`src/rtl/lint_master_arbiter.sv`:
```
// Round-robin arbiter sharing one LINT master port between NB_MASTERS requesters.
// An in-order ID FIFO routes each response back to the requester that issued it.
module lint_master_arbiter #(
  parameter int NB_MASTERS      = 2,
  parameter int ADDR_WIDTH      = 32,
  parameter int DATA_WIDTH      = 32,
  parameter int MAX_OUTSTANDING = 4
) (
  input  logic                             clk_i,
  input  logic                             rst_ni,
  input  logic [NB_MASTERS-1:0]            in_req_i,
  input  logic [NB_MASTERS*ADDR_WIDTH-1:0] in_add_i,
  input  logic [NB_MASTERS-1:0]            in_wen_i,
  input  logic [NB_MASTERS*DATA_WIDTH-1:0] in_wdata_i,
  input  logic [NB_MASTERS*DATA_WIDTH/8-1:0] in_be_i,
  output logic [NB_MASTERS-1:0]            in_gnt_o,
  output logic [NB_MASTERS-1:0]            in_r_valid_o,
  output logic [DATA_WIDTH-1:0]            in_r_rdata_o,
  output logic                             in_r_opc_o,
  output logic                             out_req_o,
  output logic [ADDR_WIDTH-1:0]            out_add_o,
  output logic                             out_wen_o,
  output logic [DATA_WIDTH-1:0]            out_wdata_o,
  output logic [DATA_WIDTH/8-1:0]          out_be_o,
  input  logic                             out_gnt_i,
  input  logic                             out_r_valid_i,
  input  logic [DATA_WIDTH-1:0]            out_r_rdata_i,
  input  logic                             out_r_opc_i,
  output logic                             err_o
);

  localparam int IDX_W = (NB_MASTERS > 1) ? $clog2(NB_MASTERS) : 1;
  localparam int PTR_W = (MAX_OUTSTANDING > 1) ? $clog2(MAX_OUTSTANDING) : 1;
  localparam int CNT_W = $clog2(MAX_OUTSTANDING + 1);
  localparam int BE_W  = DATA_WIDTH / 8;

  logic [IDX_W-1:0] rr_ptr_q, rr_ptr_d;
  logic [IDX_W-1:0] fifo_q [MAX_OUTSTANDING];
  logic [PTR_W-1:0] wr_ptr_q, wr_ptr_d;
  logic [PTR_W-1:0] rd_ptr_q, rd_ptr_d;
  logic [CNT_W-1:0] cnt_q, cnt_d;
  logic             err_q, err_d;

  logic [IDX_W-1:0] winner;
  logic [IDX_W-1:0] head;
  logic             found;
  logic             fifo_full;
  logic             fifo_empty;
  logic             push;
  logic             pop;
  int               sum;

  assign fifo_full  = (cnt_q == CNT_W'(MAX_OUTSTANDING));
  assign fifo_empty = (cnt_q == '0);
  assign head       = fifo_q[rd_ptr_q];

  // First asserted request at or after rr_ptr, wrapping modulo NB_MASTERS.
  always_comb begin
    winner = '0;
    found  = 1'b0;
    sum    = 0;
    for (int i = 0; i < NB_MASTERS; i++) begin
      sum = int'(rr_ptr_q) + i;
      if (sum >= NB_MASTERS) sum = sum - NB_MASTERS;
      if (!found && in_req_i[IDX_W'(sum)]) begin
        found  = 1'b1;
        winner = IDX_W'(sum);
      end
    end
  end

  assign out_req_o = (|in_req_i) & ~fifo_full;
  assign push      = out_req_o & out_gnt_i;
  assign pop       = out_r_valid_i & ~fifo_empty;

  // With no request the winner defaults to 0, so requester 0's payload is driven.
  always_comb begin
    out_add_o   = in_add_i[ADDR_WIDTH-1:0];
    out_wen_o   = in_wen_i[0];
    out_wdata_o = in_wdata_i[DATA_WIDTH-1:0];
    out_be_o    = in_be_i[BE_W-1:0];
    in_gnt_o    = '0;
    in_r_valid_o = '0;
    for (int i = 0; i < NB_MASTERS; i++) begin
      if (IDX_W'(i) == winner) begin
        out_add_o   = in_add_i[i*ADDR_WIDTH +: ADDR_WIDTH];
        out_wen_o   = in_wen_i[i];
        out_wdata_o = in_wdata_i[i*DATA_WIDTH +: DATA_WIDTH];
        out_be_o    = in_be_i[i*BE_W +: BE_W];
        in_gnt_o[i] = push;
      end
      if (IDX_W'(i) == head) in_r_valid_o[i] = pop;
    end
  end

  assign in_r_rdata_o = out_r_rdata_i;
  assign in_r_opc_o   = out_r_opc_i;
  assign err_o        = err_q;

  always_comb begin
    rr_ptr_d = rr_ptr_q;
    wr_ptr_d = wr_ptr_q;
    rd_ptr_d = rd_ptr_q;
    cnt_d    = cnt_q;
    err_d    = err_q | (out_r_valid_i & fifo_empty);
    if (push) begin
      rr_ptr_d = (winner == IDX_W'(NB_MASTERS - 1)) ? '0 : winner + 1'b1;
      wr_ptr_d = (wr_ptr_q == PTR_W'(MAX_OUTSTANDING - 1)) ? '0 : wr_ptr_q + 1'b1;
    end
    if (pop) begin
      rd_ptr_d = (rd_ptr_q == PTR_W'(MAX_OUTSTANDING - 1)) ? '0 : rd_ptr_q + 1'b1;
    end
    case ({push, pop})
      2'b10:   cnt_d = cnt_q + 1'b1;
      2'b01:   cnt_d = cnt_q - 1'b1;
      default: cnt_d = cnt_q;
    endcase
  end

  always_ff @(posedge clk_i or negedge rst_ni) begin
    if (!rst_ni) begin
      rr_ptr_q <= '0;
      wr_ptr_q <= '0;
      rd_ptr_q <= '0;
      cnt_q    <= '0;
      err_q    <= 1'b0;
      for (int i = 0; i < MAX_OUTSTANDING; i++) fifo_q[i] <= '0;
    end else begin
      rr_ptr_q <= rr_ptr_d;
      wr_ptr_q <= wr_ptr_d;
      rd_ptr_q <= rd_ptr_d;
      cnt_q    <= cnt_d;
      err_q    <= err_d;
      if (push) fifo_q[wr_ptr_q] <= winner;
    end
  end

endmodule

```
`config.mk`:
```
export PLATFORM = sky130hd
export DESIGN_NAME = lint_master_arbiter
export DESIGN_NICKNAME = d
export VERILOG_FILES = /design/src/rtl/lint_master_arbiter.sv
export SDC_FILE = /design/constraint.sdc
export NUM_CORES = 1
export LEC_CHECK = 0
export CAP_MARGIN = 20
export CORE_AREA = 2 2 110 112
export DETAILED_ROUTE_END_ITERATION = 10
export DIE_AREA = 0 0 112 114
export GPL_ROUTABILITY_DRIVEN = 0
export PLACE_DENSITY_LB_ADDON = 0.15
export SYNTH_ARGS = -nofsm -noshare
export SYNTH_HDL_FRONTEND = slang
export SYNTH_SLANG_ARGS = --single-unit
export TNS_END_PERCENT = 50
```
`constraint.sdc`:
```
create_clock -name clk_i -period 2.1 [get_ports clk_i]
set_input_delay 0.525 -clock clk_i [delete_from_list [all_inputs] [get_ports clk_i]]
set_output_delay 0.525 -clock clk_i [all_outputs]
set_load 0.01 [all_outputs]
```
==> results.yml, run 1 <==
drt:
  ant_nets: 0
  vias: 2724
  wirelength_um: 10830
  wl_met3_um: 800
  first_iter_violations: 115
  wl_met1_um: 4511
  drcViolationCount: 0
  met2_length_um: 5354
  drt-vias-per-instance: 4.036
  highest_layer: "met4"
  wl_per_cell_um: 16.05
  first_pass_iters: 4
sta:
  hold_viol_final: 0
  min_period_over_period_pct: 98.49
  tightestPinTransition_ps: 591.5
  hold_slack_ps: 454.3
  slew_viol_final: 0
  relSlewSlack_pct: 60.45
  fin_crit_ps: 2068
  fin_skew_ps: 3.999
  setup_viol: 0
  rsz0062_at_grt: "yes"
  fmax_mhz: 483.5
outcome:
  status: "complete, no violations"
clock_tree:
  clkTransAtPathRegs_ps: 40
  numCtsBuffers: 3
  hold_buffers: 0
  clock_sinks: 13
  htreeDepth: 1
  tritoncts: "built"
  clock_latency_ps: 250
  clk_path_buf_depth: 2
  root_buffer: "clkbuf_16"
setup_path:
  crit_type: "input pin to primary output"
  cp_num_buf_inv: 4
  cp_max_fo: 17
  critical_path.cell_chain: "clkdlybuf4s15_2 > and2_4 > buf_12 > buf_12 > nand2_1 > nand2_1 > dlygate4sd2_1"
  critPathMaxStageDelay_ps: 290
  required_ps: 1570
  critPathLaunchType: "input pin"
  crit_arrival_ps: 1540
  critPathCaptureType: "primary output"
  critPathSlowestCell: "dlygate4sd2_1"
  critPathTopFamily: "buffers and inverters"
floorplan:
  die_area_um2: 12770
  pin_count: 285
  die_x_um: 112
  core_area_um2: 11710
  placementRows: 40
  die_h_um: 114
  floorplan.initialDensity_pct: 15.73
global_routing:
  antenna_found_initial: 0
  first_global_vias: 2748
  grt_usage_pct: 15.92
  grt_overflow: 0
  grt_pass1_wl_um: 15920
  grt_max_degree: 18
yosys:
  synth-seq-cells: 13
  synth_fa_ha_area_share_pct: 5.163
  synth-warning-count: 0
  yosys.area_share.xor_xnor_pct: 1.427
  synth.distinct_cells: 20
  syn_area_per_cell_um2: 5.756
  synthCells: 320
  synth_area_um2: 1842
  syn_nets: 504
  synth_top_family_by_area: "simple AND/OR/NAND/NOR gates"
  synthMuxAreaShare_pct: 6.658
  synth-simple-area-share_pct: 49.25
  seq_area_frac_synth_pct: 17.66
  synth_compound_area_share_pct: 1.495
finish:
  fin_nets: 713
  antenna_cells: 0
  drive_above_1_share_pct: 22.16
  fill_cells: 1285
  area_growth_pct: 131.0
power:
  vdd_drop_max_mv: 0.6361
  p_leak_nw: 2.184
  power_density_nw_per_um2: 842.2
  total_power_w: 0.003583
worst_hold_path:
  hold_class: "flip-flop to flip-flop"
place:
  port_buffers: 218
  dpl.hpwl_um: 7829
job:
  drv_cap: 0
==> through the flow <==
stage	instance area [um2]	instances	utilization, %	worst slack, ps	setup TNS [ps]
finish	4254	675	36.32	31.68	0
detailed placement	4063	652	34.69	-611.1	-40990
global route	4254	675	36.32	-19.09	-30.65
floorplan	1842	320	-	48.68	0
CTS	4310	673	36.81	-58.72	-58.72
global placement	4063	652	34.69	-611.5	-40800
==> path summary, 6_finish.rpt <==
path | start | endpoint | slack, ps | cells after the start
worst max-delay path | in_req_i[0] | out_wdata_o[2] | 30 | 7
worst min-delay path | err_o | err_o | 450 | 1
worst max register to register | cnt_q[0] | cnt_q[2] | 70 | 10
worst min register to register | err_o | err_o | 450 | 1
max in group asynchronous | rst_ni | cnt_q[0] | 1020 | 1
min in group asynchronous | rst_ni | wr_ptr_q[1] | 660 | 1
==> per-layer routing <==
layer	GRT usage, %	up-vias
li1	-	1359
met1	20.38	1210
met2	27.84	142
met3	2.869	13
met4	3.984	0
met5	0	-
==> cells in the final DEF, fill, tap and decap left out, types with 5 or more instances in the layout <==
cell type and n:
mux2_1 8, buf_4 15, clkbuf_2 11, buf_12 9
ha_1 5, nor3_1 6, dfrtp_1 11, clkdlybuf4s50_1 140
dlygate4sd2_1 6, buf_16 6, buf_2 53, inv_1 5
nand2_1 211
==> cell type report <==
type	instances	area (um2)	share of cell area, %
sequential	13	327.8	7.706
inverter	7	28.78	0.6765
timing repair buffer	252	2406	56.56
clock buffer	4	78.83	1.853
tap	147	183.9	4.324
multi-input combinational	252	1229	28.88
==> report_power, final <==
part	switching (W)	total, W	internal (W)
Sequential	0.000107	0.000490	0.000382
Combinational	0.00125	0.00273	0.00148
Clock	0.000109	0.000366	0.000256
==> timing repair <==
item	in CTS	in global routing
endpoints found under the setup margin	76	37
gates resized for setup	260	31
buffers inserted	9	3
cloned	8	0
pin swaps	7	6
==> worst register-to-register path, delay by kind of cell, from the launching register on <==
family / cells / cell delay [ps]
simple gates: 3 / 470
buf+inv: 3 / 250
flops: 1 / 440
fa+ha+maj: 2 / 500
xor+xnor: 2 / 290
==> Yosys cell counts <==
cell        n  area [um2]
buf_4      33       247.7
buf_2       6       30.03
ha_1        6       75.07
xnor2_1     1       8.760
o31ai_2     1       12.51
and2_1      3       18.77
mux2_1      8       90.09
a21o_1      2       15.01
inv_1       7       26.28
clkbuf_1    9       33.78
nand2_1   212       795.8
nor2b_1     1       6.260
xor2_1      2       17.52
mux4_2      1       22.52
mux2i_1     1       10.01
nor2_1      5       18.77
nor3_1      6       30.03
fa_1        1       20.02
nor3b_4     2       37.54
dfrtp_1    13       325.3
==> cells by family (layout without fill, tap and decap cells) <==
logic type,count (synthesis),in the layout
flops,13,13
mux,10,10
fa+ha+maj,7,7
buf+inv,55,263
simple gates,229,229
xor+xnor,3,3
compound gates,3,3
==> registers in the layout (all words and copies together) (netlist names) <==
name,flops
rd_ptr_q,2
err_o,1
wr_ptr_q,2
fifo_q,4
cnt_q,3
rr_ptr_q,1
No activity file was read; power rests on OpenSTA's default activity.
==> inputs of run 2 (changes only) <==
Settings changed: PLACE_DENSITY set to 0.57, PLACE_DENSITY_LB_ADDON 0.15 to unset.
==> results.yml, run 2 (synthesis results as in run 1) <==
finish:
  largest_register_ffs: 4
  area_growth_pct: 127.4
  top_regs: "fifo_q: 4 flops, cnt_q: 3 flops"
  multi_input_area_um2: 1215
  regMostFlops: "fifo_q"
  mostFrequentLayoutCells: "211 x nand2_1, 140 x clkdlybuf4s50_1, 39 x buf_2, 31 x dlygate4sd2_1, 21 x buf_4"
  stdcell_count: 672
  antenna_cells: 0
  utilization_pct: 35.77
  seqCellArea_um2: 327.8
  layout_commonest_cell: "nand2_1"
  fin_nets: 710
  drive_above_1_share_pct: 16.76
  fill_cells: 1286
floorplan:
  pin_count: 285
  die_x_um: 112
  floorplan.initialDensity_pct: 15.73
  die_h_um: 114
  die_area_um2: 12770
  placementRows: 40
  core_area_um2: 11710
power:
  clockPowerShare_pct: 10.5
  intPower_w: 0.001996
  p_leak_nw: 2.181
  swShare_pct: 41.03
  power_density_nw_per_um2: 808.1
  total_power_w: 0.003385
  p_switching_w: 0.001389
  vdd_drop_max_mv: 0.4788
  seqPwrFrac_pct: 15.0
  pwr-share-comb_pct: 74.5
clock_tree:
  clk_path_buf_depth: 2
  root_buffer: "clkbuf_16"
  hold_buffers: 0
  clkTransAtPathRegs_ps: 40
  clock_latency_ps: 240
  tritoncts: "built"
  numCtsBuffers: 3
  clock_sinks: 13
  htreeDepth: 1
global_routing:
  met2_usage_pct: 23.60
  grt_max_degree: 21
  grt_overflow: 0
  first_global_vias: 2658
  antenna_found_initial: 0
  met1_usage_pct: 17.89
  met3_usage_pct: 2.391
  grt_usage_pct: 13.58
  grt_pass1_wl_um: 13970
  busiest_layer: "met2"
sta:
  setup_viol: 0
  hold_slack_ps: 457.6
  relSlewSlack_pct: 60.15
  fin_crit_ps: 2051
  slew_viol_final: 0
  fin_skew_ps: 0.4289
  tightestPinTransition_ps: 595.9
  fmax_mhz: 487.6
  hold_viol_final: 0
  min_period_over_period_pct: 97.67
  setup_tns_ps: 0
  rsz0062_at_grt: "yes"
drt:
  wirelength_um: 9328
  first_pass_iters: 4
  vias: 2700
  first_iter_violations: 105
  wl_per_cell_um: 13.88
  ant_nets: 0
  drt-vias-per-instance: 4.018
  drcViolationCount: 0
worst_hold_path:
  hold_class: "flip-flop to flip-flop"
setup_path:
  crit_type: "input pin to primary output"
  cp_max_fo: 17
  required_ps: 1570
  critPathCaptureType: "primary output"
  critPathLaunchType: "input pin"
  crit_arrival_ps: 1530
place:
  dpl.hpwl_um: 6758
  dpl.cell_count: 653
  port_buffers: 218
outcome:
  status: "complete, no violations"
job:
  drv_cap: 0
[run 2: changes by cell type in the layout (fill, tap and decap cells not counted), moves of 2 or more]
cell / delta
buf_12: -4
buf_16: -3
buf_2: -14
buf_4: +6
clkbuf_2: -10
clkdlybuf4s15_2: -3
dlygate4sd2_1: +25
dlymetal6s2s_1: +2
[run 2: critical path, stage by stage]
cell	delay (ps)
buf_2	130
and2_4	160
buf_4	130
buf_12	140
nand2_1	80
nand2_1	60
dlygate4sd2_1	290
[run 2: what timing repair did]
| action | CTS | global route |
|---|---|---|
| gates cloned | 5 | 0 |
| resized for setup | 199 | 20 |
| pin swaps | 3 | 8 |
| buffers inserted | 8 | 2 |
| endpoints found under the setup margin | 76 | 26 |
[run 2: final timing paths]
kind / cells after the start / slack, ps / to / start
min reg2reg: 1 / 460 / err_o / err_o
max reg2reg: 10 / 100 / cnt_q[2] / cnt_q[0]
min in group asynchronous: 1 / 670 / fifo_q[0] / rst_ni
max in group asynchronous: 1 / 1010 / cnt_q[1] / rst_ni
max: 7 / 50 / out_wdata_o[2] / in_req_i[0]
min: 1 / 460 / err_o / err_o
[run 2: metal layers]
| layer | part of all wire (%) | up-vias | wire, um |
|---|---|---|---|
| met5 | 0 | - | 0 |
| met2 | 49 | 112 | 4604 |
| li1 | - | 1348 | - |
| met1 | 43 | 1222 | 3997 |
| met4 | 1.1 | 0 | 100 |
| met3 | 6.7 | 18 | 625 |
[run 2: layout make-up]
type,instances,area share (%)
clock buffers,4,1.882
inverters,7,0.6272
multi-input cells,252,29.00
flip-flops and latches,13,7.826
well taps,147,4.391
repair buffers,249,56.27
[run 2: through the flow]
stage	setup WS [ps]	cell area, um2
after floorplan	48.68	1842
after global placement	-613.3	4070
after detailed placement	-614.3	4070
after CTS	-124.0	4182
after global routing	-48.90	4189
final	48.98	4189
[run 2: power by group through the flow]
stage	logic (W)	clock network (W)	registers, W
3_3_place_gp	0.00244	0	0.000489
2_1_floorplan	0.00115	0	0.000482
5_1_grt	0.00276	0.000378	0.000532
6_report	0.00252	0.000356	0.000507
3_5_place_dp	0.00248	0	0.000496
4_1_cts	0.00254	0.000368	0.000498
==> inputs of run 3 (changes only) <==
Settings changed: SLEW_MARGIN set to 0.
==> results of run 3 <==
Same layout as run 2: the final DEF is identical, and so are final timing and power.
